### config.mk
export PLATFORM = sky130hd
export DESIGN_NAME = adder_sum_capture
export DESIGN_NICKNAME = d
export VERILOG_FILES = /design/src/rtl/adder_sum_capture.sv
export SDC_FILE = /design/constraint.sdc
export NUM_CORES = 1
export LEC_CHECK = 0
export ABC_AREA = 1
export CORE_AREA = 3 3 54 56
export DETAILED_ROUTE_END_ITERATION = 10
export DIE_AREA = 0 0 57 59
export DONT_BUFFER_PORTS = 1
export SYNTH_ARGS = -nofsm -noshare
export SYNTH_HDL_FRONTEND = slang
export SYNTH_SLANG_ARGS = --single-unit
export TNS_END_PERCENT = 1
### constraint.sdc
create_clock -name clk -period 1.3 [get_ports clk]
set_clock_uncertainty 0.05 [all_clocks]
set_input_delay 0.065 -clock clk [delete_from_list [all_inputs] [get_ports clk]]
set_output_delay 0.065 -clock clk [all_outputs]
set_load 0.01 [all_outputs]
### src/rtl/adder_sum_capture.sv
// Sequencing stage around a delayed combinational adder: registers operands, waits a
// settle window, captures the sum. Optional build macro: SUM_CHECK_EN (sticky sum_err).
module adder_sum_capture #(
    parameter int W             = 4,
    parameter int SETTLE_CYCLES = 1,
    parameter int CNT_W         = 8
) (
    input  logic             clk,
    input  logic             rst_n,
    input  logic             in_valid,
    output logic             in_ready,
    input  logic [W-1:0]     in_a,
    input  logic [W-1:0]     in_b,
    output logic [W-1:0]     adder_a,
    output logic [W-1:0]     adder_b,
    input  logic [W:0]       adder_sum,
    output logic             out_valid,
    input  logic             out_ready,
    output logic [W:0]       out_sum,
    output logic [CNT_W-1:0] txn_count,
    output logic             sum_err
);

    localparam int CW = (SETTLE_CYCLES > 1) ? $clog2(SETTLE_CYCLES) : 1;

    typedef enum logic [1:0] {
        IDLE   = 2'd0,
        SETTLE = 2'd1,
        HOLD   = 2'd2
    } state_t;

    state_t        state;
    state_t        state_nxt;
    logic [CW-1:0] cnt;
    logic          accept;
    logic          capture;
    logic          drain;

    // NOTE: every output of this block gets a default first, so no path can infer a latch.
    always_comb begin
        state_nxt = state;
        in_ready  = 1'b0;
        case (state)
            IDLE: begin
                in_ready = 1'b1;
                if (in_valid) state_nxt = SETTLE;
            end
            SETTLE: begin
                if (cnt == '0) state_nxt = HOLD;
            end
            HOLD: begin
                in_ready = out_ready;
                if (out_ready) state_nxt = in_valid ? SETTLE : IDLE;
            end
            default: state_nxt = IDLE;
        endcase
    end

    assign accept    = in_valid & in_ready;
    assign capture   = (state == SETTLE) && (cnt == '0);
    assign drain     = (state == HOLD) && out_ready;
    assign out_valid = (state == HOLD);

    // NOTE: sequential state uses non-blocking assignments so every register sees pre-edge values.
    always_ff @(posedge clk) begin
        if (!rst_n) state <= IDLE;
        else        state <= state_nxt;
    end

    always_ff @(posedge clk) begin
        if (!rst_n) begin
            adder_a   <= '0;
            adder_b   <= '0;
            cnt       <= '0;
            out_sum   <= '0;
            txn_count <= '0;
        end else begin
            // Operands only change on accept, keeping the adder inputs stable through HOLD.
            if (accept) begin
                adder_a <= in_a;
                adder_b <= in_b;
                cnt     <= CW'(SETTLE_CYCLES - 1);
            end else if (state == SETTLE && cnt != '0) begin
                cnt <= cnt - CW'(1);
            end
            if (capture) out_sum <= adder_sum;
            if (drain)   txn_count <= txn_count + CNT_W'(1);
        end
    end

`ifdef SUM_CHECK_EN
    logic [W:0] ref_sum;

    assign ref_sum = {1'b0, adder_a} + {1'b0, adder_b};

    always_ff @(posedge clk) begin
        if (!rst_n)                                sum_err <= 1'b0;
        else if (capture && adder_sum != ref_sum)  sum_err <= 1'b1;
    end
`else
    assign sum_err = 1'b0;
`endif

endmodule
; Yosys cells after proc, flatten, opt, wreduce, memory -nomap -nowiden
; Index checks and enable logic that the tools add are counted.
[op_classes]
muxes = 6
n_eq_ne = 5
n_addsub = 2
reduce_logical = 6
bitwise_logic = 3
[ops]
columns = cell, n
row1 = 8-bit by 1-bit adder with 8-bit output (second input constant), 1
row2 = 2-bit 2-to-1 mux, 3
row3 = 2-bit case mux with 3 select lines, 1
row4 = 2-bit != test (second input constant), 2
row5 = 1-bit logical AND, 3
row6 = 3-bit AND reduction, 1
row7 = 2-bit by 1-bit == test with 1-bit output (second input constant), 1
row8 = 2-bit == test (second input constant), 1
row9 = 2-bit logical NOT, 1
row10 = 2-bit by 1-bit != test with 1-bit output (second input constant), 1
row11 = 1-bit NOT, 2
row12 = 1-bit case mux with 2 select lines, 1
row13 = 2-bit OR reduction, 1
row14 = 1-bit bitwise AND, 1
row15 = 1-bit 2-to-1 mux, 1
row16 = 1-bit subtractor (second input constant), 1
[totals]
out_inout_bits = 24
regBits = 24
inputBits = 17
wordCells = 28

; Depth between registers and ports, before layout
[logic_depth]
depth_word = 4
mapped_depth = 7
depth_no_buf = 7

; Least setup slack after synthesis
; OpenSTA, ideal clock, no wires.
[synth_path]
path_kind = register -> register
start = reg txn_count[0]
end = reg txn_count[4]
setup_ns = 0.113
path_buffers = 0
t_arrival_ns = 0.975
path_stages_with_launch = 7
required_time_ns = 1.137
slack_ns = 0.162
synth_period_minus_slack_ns = 1.138
cell_sequence = dfxtp_1 ha_1 nand4_1 nor2_1 nand2_1 nand2_1 nor2_1
[synth_via]
elab_chain_len = 1
[synth_rtl]
columns = item, line_no
row1 = "start, declared", 20  ; output logic [CNT_W-1:0] txn_count,
row2 = "start signal, assigned", 87  ; if (drain) txn_count <= txn_count + CNT_W'(1);
row3 = 8-bit by 1-bit adder with 8-bit output, 87
; Every way passes these cells.
; A chain may end at the register's enable or synchronous reset.

; Worst setup path in the final report
[layout_path]
start = in out_ready
end = reg adder_b[0]
[layout_via]
elab_chain_len = 2
[layout_rtl]
columns = item, line_no
row1 = "start, declared", 18  ; input logic out_ready,
row2 = 1-bit case mux with 2 select lines, 43  ; case (state)
row3 = 1-bit bitwise AND, 59  ; assign accept = in_valid & in_ready;
row4 = "end signal, assigned", 81  ; adder_b <= in_b;
row5 = "end, declared", 15  ; output logic [W-1:0] adder_b,
; Every way passes these cells.

==> flow_summary.ini <==
[worst_setup_path]
r2r_slack_ps = 150
crit_path_max_incr_delay_ps = 630
reg2reg_depth = 5
r2r-end = out_sum[2]
crit_buf_inv = 2
cp_cell_sequence = dlygate4sd3_1 -> inv_1 -> nand2_1 -> nand3_2 -> o21ai_0 -> nor2_1
path_delay_family = buffers and inverters
critPathArrivalTime_ps = 1340
start_kind = primary input
required_ps = 1460
end_kind = flop
crit_type = primary input to flop
r2r_start = state[0]
crit_slowest_cell = dlygate4sd3_1
critPathMaxFanout = 10

[run]
drv_cap = 0

[timing]
fin_crit_sh = 0.911
post-route-min-period_ps = 1180
setup_violations = 0
holdWs_ps = 26.3
hold_viol_final = 0
rsz0062_at_grt = false
fmax_mhz = 844
timing.setup.tns_ps = 0
final-max-slew-violation-count = 0

[global_route]
grt_antenna_before_repair = 0
grt_pass1_wl_um = 3910
gr-usage-met3 = 0.0414
grt_overflow = 0
grt_pass1_vias = 912
grt_util_met2 = 0.281
busiest_layer = met2
grt_max_degree = 13
met1_usage = 0.157
grt_util_all_layers = 0.149

[detailed_routing]
drc = 0
dr.pass1.iters = 4
ant_nets = 0
wirelength_um = 2290
drt_first_iter_violations = 28
vias_per_cell = 5.01
via_count = 881
wire_per_inst_um = 13.0

[place]
io_buffers = 0
post-dp-hpwl_um = 1580
place_area_um2 = 1030
routabilityCongestion = 0.744
dp_cells = 157

[floorplanning]
die_w_um = 57
initial_utilization = 0.399
dieArea_um2 = 3360
pin_count = 41
core_um2 = 2480
rows = 18
die_height_um = 59

[logic_synthesis]
syn_area_per_cell_um2 = 7.73
synth.cell_area_um2 = 990
ys_types = 19
synth-seq-cells = 24
synth-seq-area-share = 0.485
yosys_warnings = 0
mappedNetlistNets = 146
netlist_instances = 128

[final_layout]
final_cells = 176
antenna_cells = 0
final_net_count = 166
nFillCells = 264
area_growth_pct = 23.0
regArea_um2 = 483
drive_above_1_share = 0.110
multiInputGateArea_um2 = 448
stdcell_area_um2 = 1220

[power_and_ir_drop]
p_per_area_nw_per_um2 = 1040
cellLeakagePower_uw = 0.000496
ir_drop_mv = 0.769
power_uw = 1270

[clocking]
cts_htree_levels = 1
cts_root_buffer = clkbuf_4
clk_pin_slew_ps = 120
cts_buffers = 3
clock-sinks = 24
clk_latency_ps = 300
postCtsSetupRepairBufs = 0
tritoncts = done
clock_path_buffers = 2

[hold_path]
holdPathStages = 4
min_to = txn_count[4]
worstHoldStart = out_ready
hold_path_class = primary input to flop

[status]
status = complete, no violations
worst reg2reg max path, stage by stage (launching register included):
cell     delay [ps]
dfxtp_1         370
inv_2            90
nor2_4          190
nand2_1         180
nand2_1         110
a21oi_1          60
logic make-up (layout without fill, tap and decap cells):
group	Yosys count	after routing	synth area share
AO/OA/AOI/OAI	23	23	0.121
XOR/XNOR	1	1	0.00885
adder cells (fa/ha/maj)	1	1	0.0126
buffers and inverters	16	34	0.0645
flip-flops	24	24	0.485
other	1	1	0.00379
AND/OR/NAND/NOR	62	62	0.303
cells in the final DEF, fill, tap and decap left out, drive strengths merged:
cell	Yosys	routed
nor2	26	26
dfxtp	24	24
nand2	21	21
dlygate4sd3	0	16
a21oi	13	13
inv	13	13
nand3	11	11
o21ai	8	8
nand4	3	3
clkbuf	2	3
o21a	2	2
buf	1	2
nor4	1	1
xor2	1	1
ha	1	1
conb	1	1
worst max-delay path by stage:
stage | to | cells past startpoint | startpoint | slack (ps)
after global placement | txn_count[3] | 4 | txn_count[2] | 120
final | adder_b[0] | 6 | out_ready | 120
after floorplan | txn_count[4] | 6 | txn_count[0] | 160
after CTS | txn_count[7] | 6 | txn_count[2] | 60
after detailed placement | adder_a[0] | 5 | state[1] | 80
after global routing | adder_b[0] | 6 | out_ready | 10
sequential cells by signal, summed over array words and instances (netlist names):
name       count
adder_a        4
txn_count      8
state          2
adder_b        4
cnt            1
out_sum        5
where the power goes:
part / total [uW] / internal, uW / switching [uW] / leakage, uW
sequential: 809 / 770 / 38.9 / 0.000197
combinational: 149 / 66.4 / 82.2 / 0.000285
clock: 311 / 108 / 203 / 0.0000138
final cells by class:
type	instances	area share
tap	30	0.0308
inverter	13	0.0421
multi-input combinational	88	0.368
clock buffer	3	0.0185
sequential	24	0.397
timing repair buffer	18	0.144
synth_stat cells, drive strengths merged:
cell type / n / share of area
dfxtp: 24 / 0.49
o21ai: 8 / 0.040
nand3: 11 / 0.078
conb: 1 / 0.0038
inv: 13 / 0.049
clkbuf: 2 / 0.0076
nor2: 26 / 0.11
o21a: 2 / 0.015
nand4: 3 / 0.019
buf: 1 / 0.0076
xor2: 1 / 0.0089
nor4: 1 / 0.013
ha: 1 / 0.013
a21oi: 13 / 0.066
nand2: 21 / 0.080
stage by stage:
step	util	setup slack, ps
after global placement	0.415	123
after CTS	0.488	55.6
final	0.491	115
after global routing	0.491	10.1
after detailed placement	0.415	84.1
after floorplan	-	162
per-layer routing:
metal | wire length [um] | vias to the layer above
li1 | - | 449
met1 | 907 | 401
met2 | 1200 | 29
met3 | 169 | 2
met4 | 18 | 0
met5 | 0 | -
what timing repair did:
item                                   in CTS  in global routing
endpoints found under the hold margin      21                  0
setup endpoints to repair                   0                 13
gates resized for setup                     0                  5
hold buffers                               16                  0
Power figures use the tool's default switching activity.
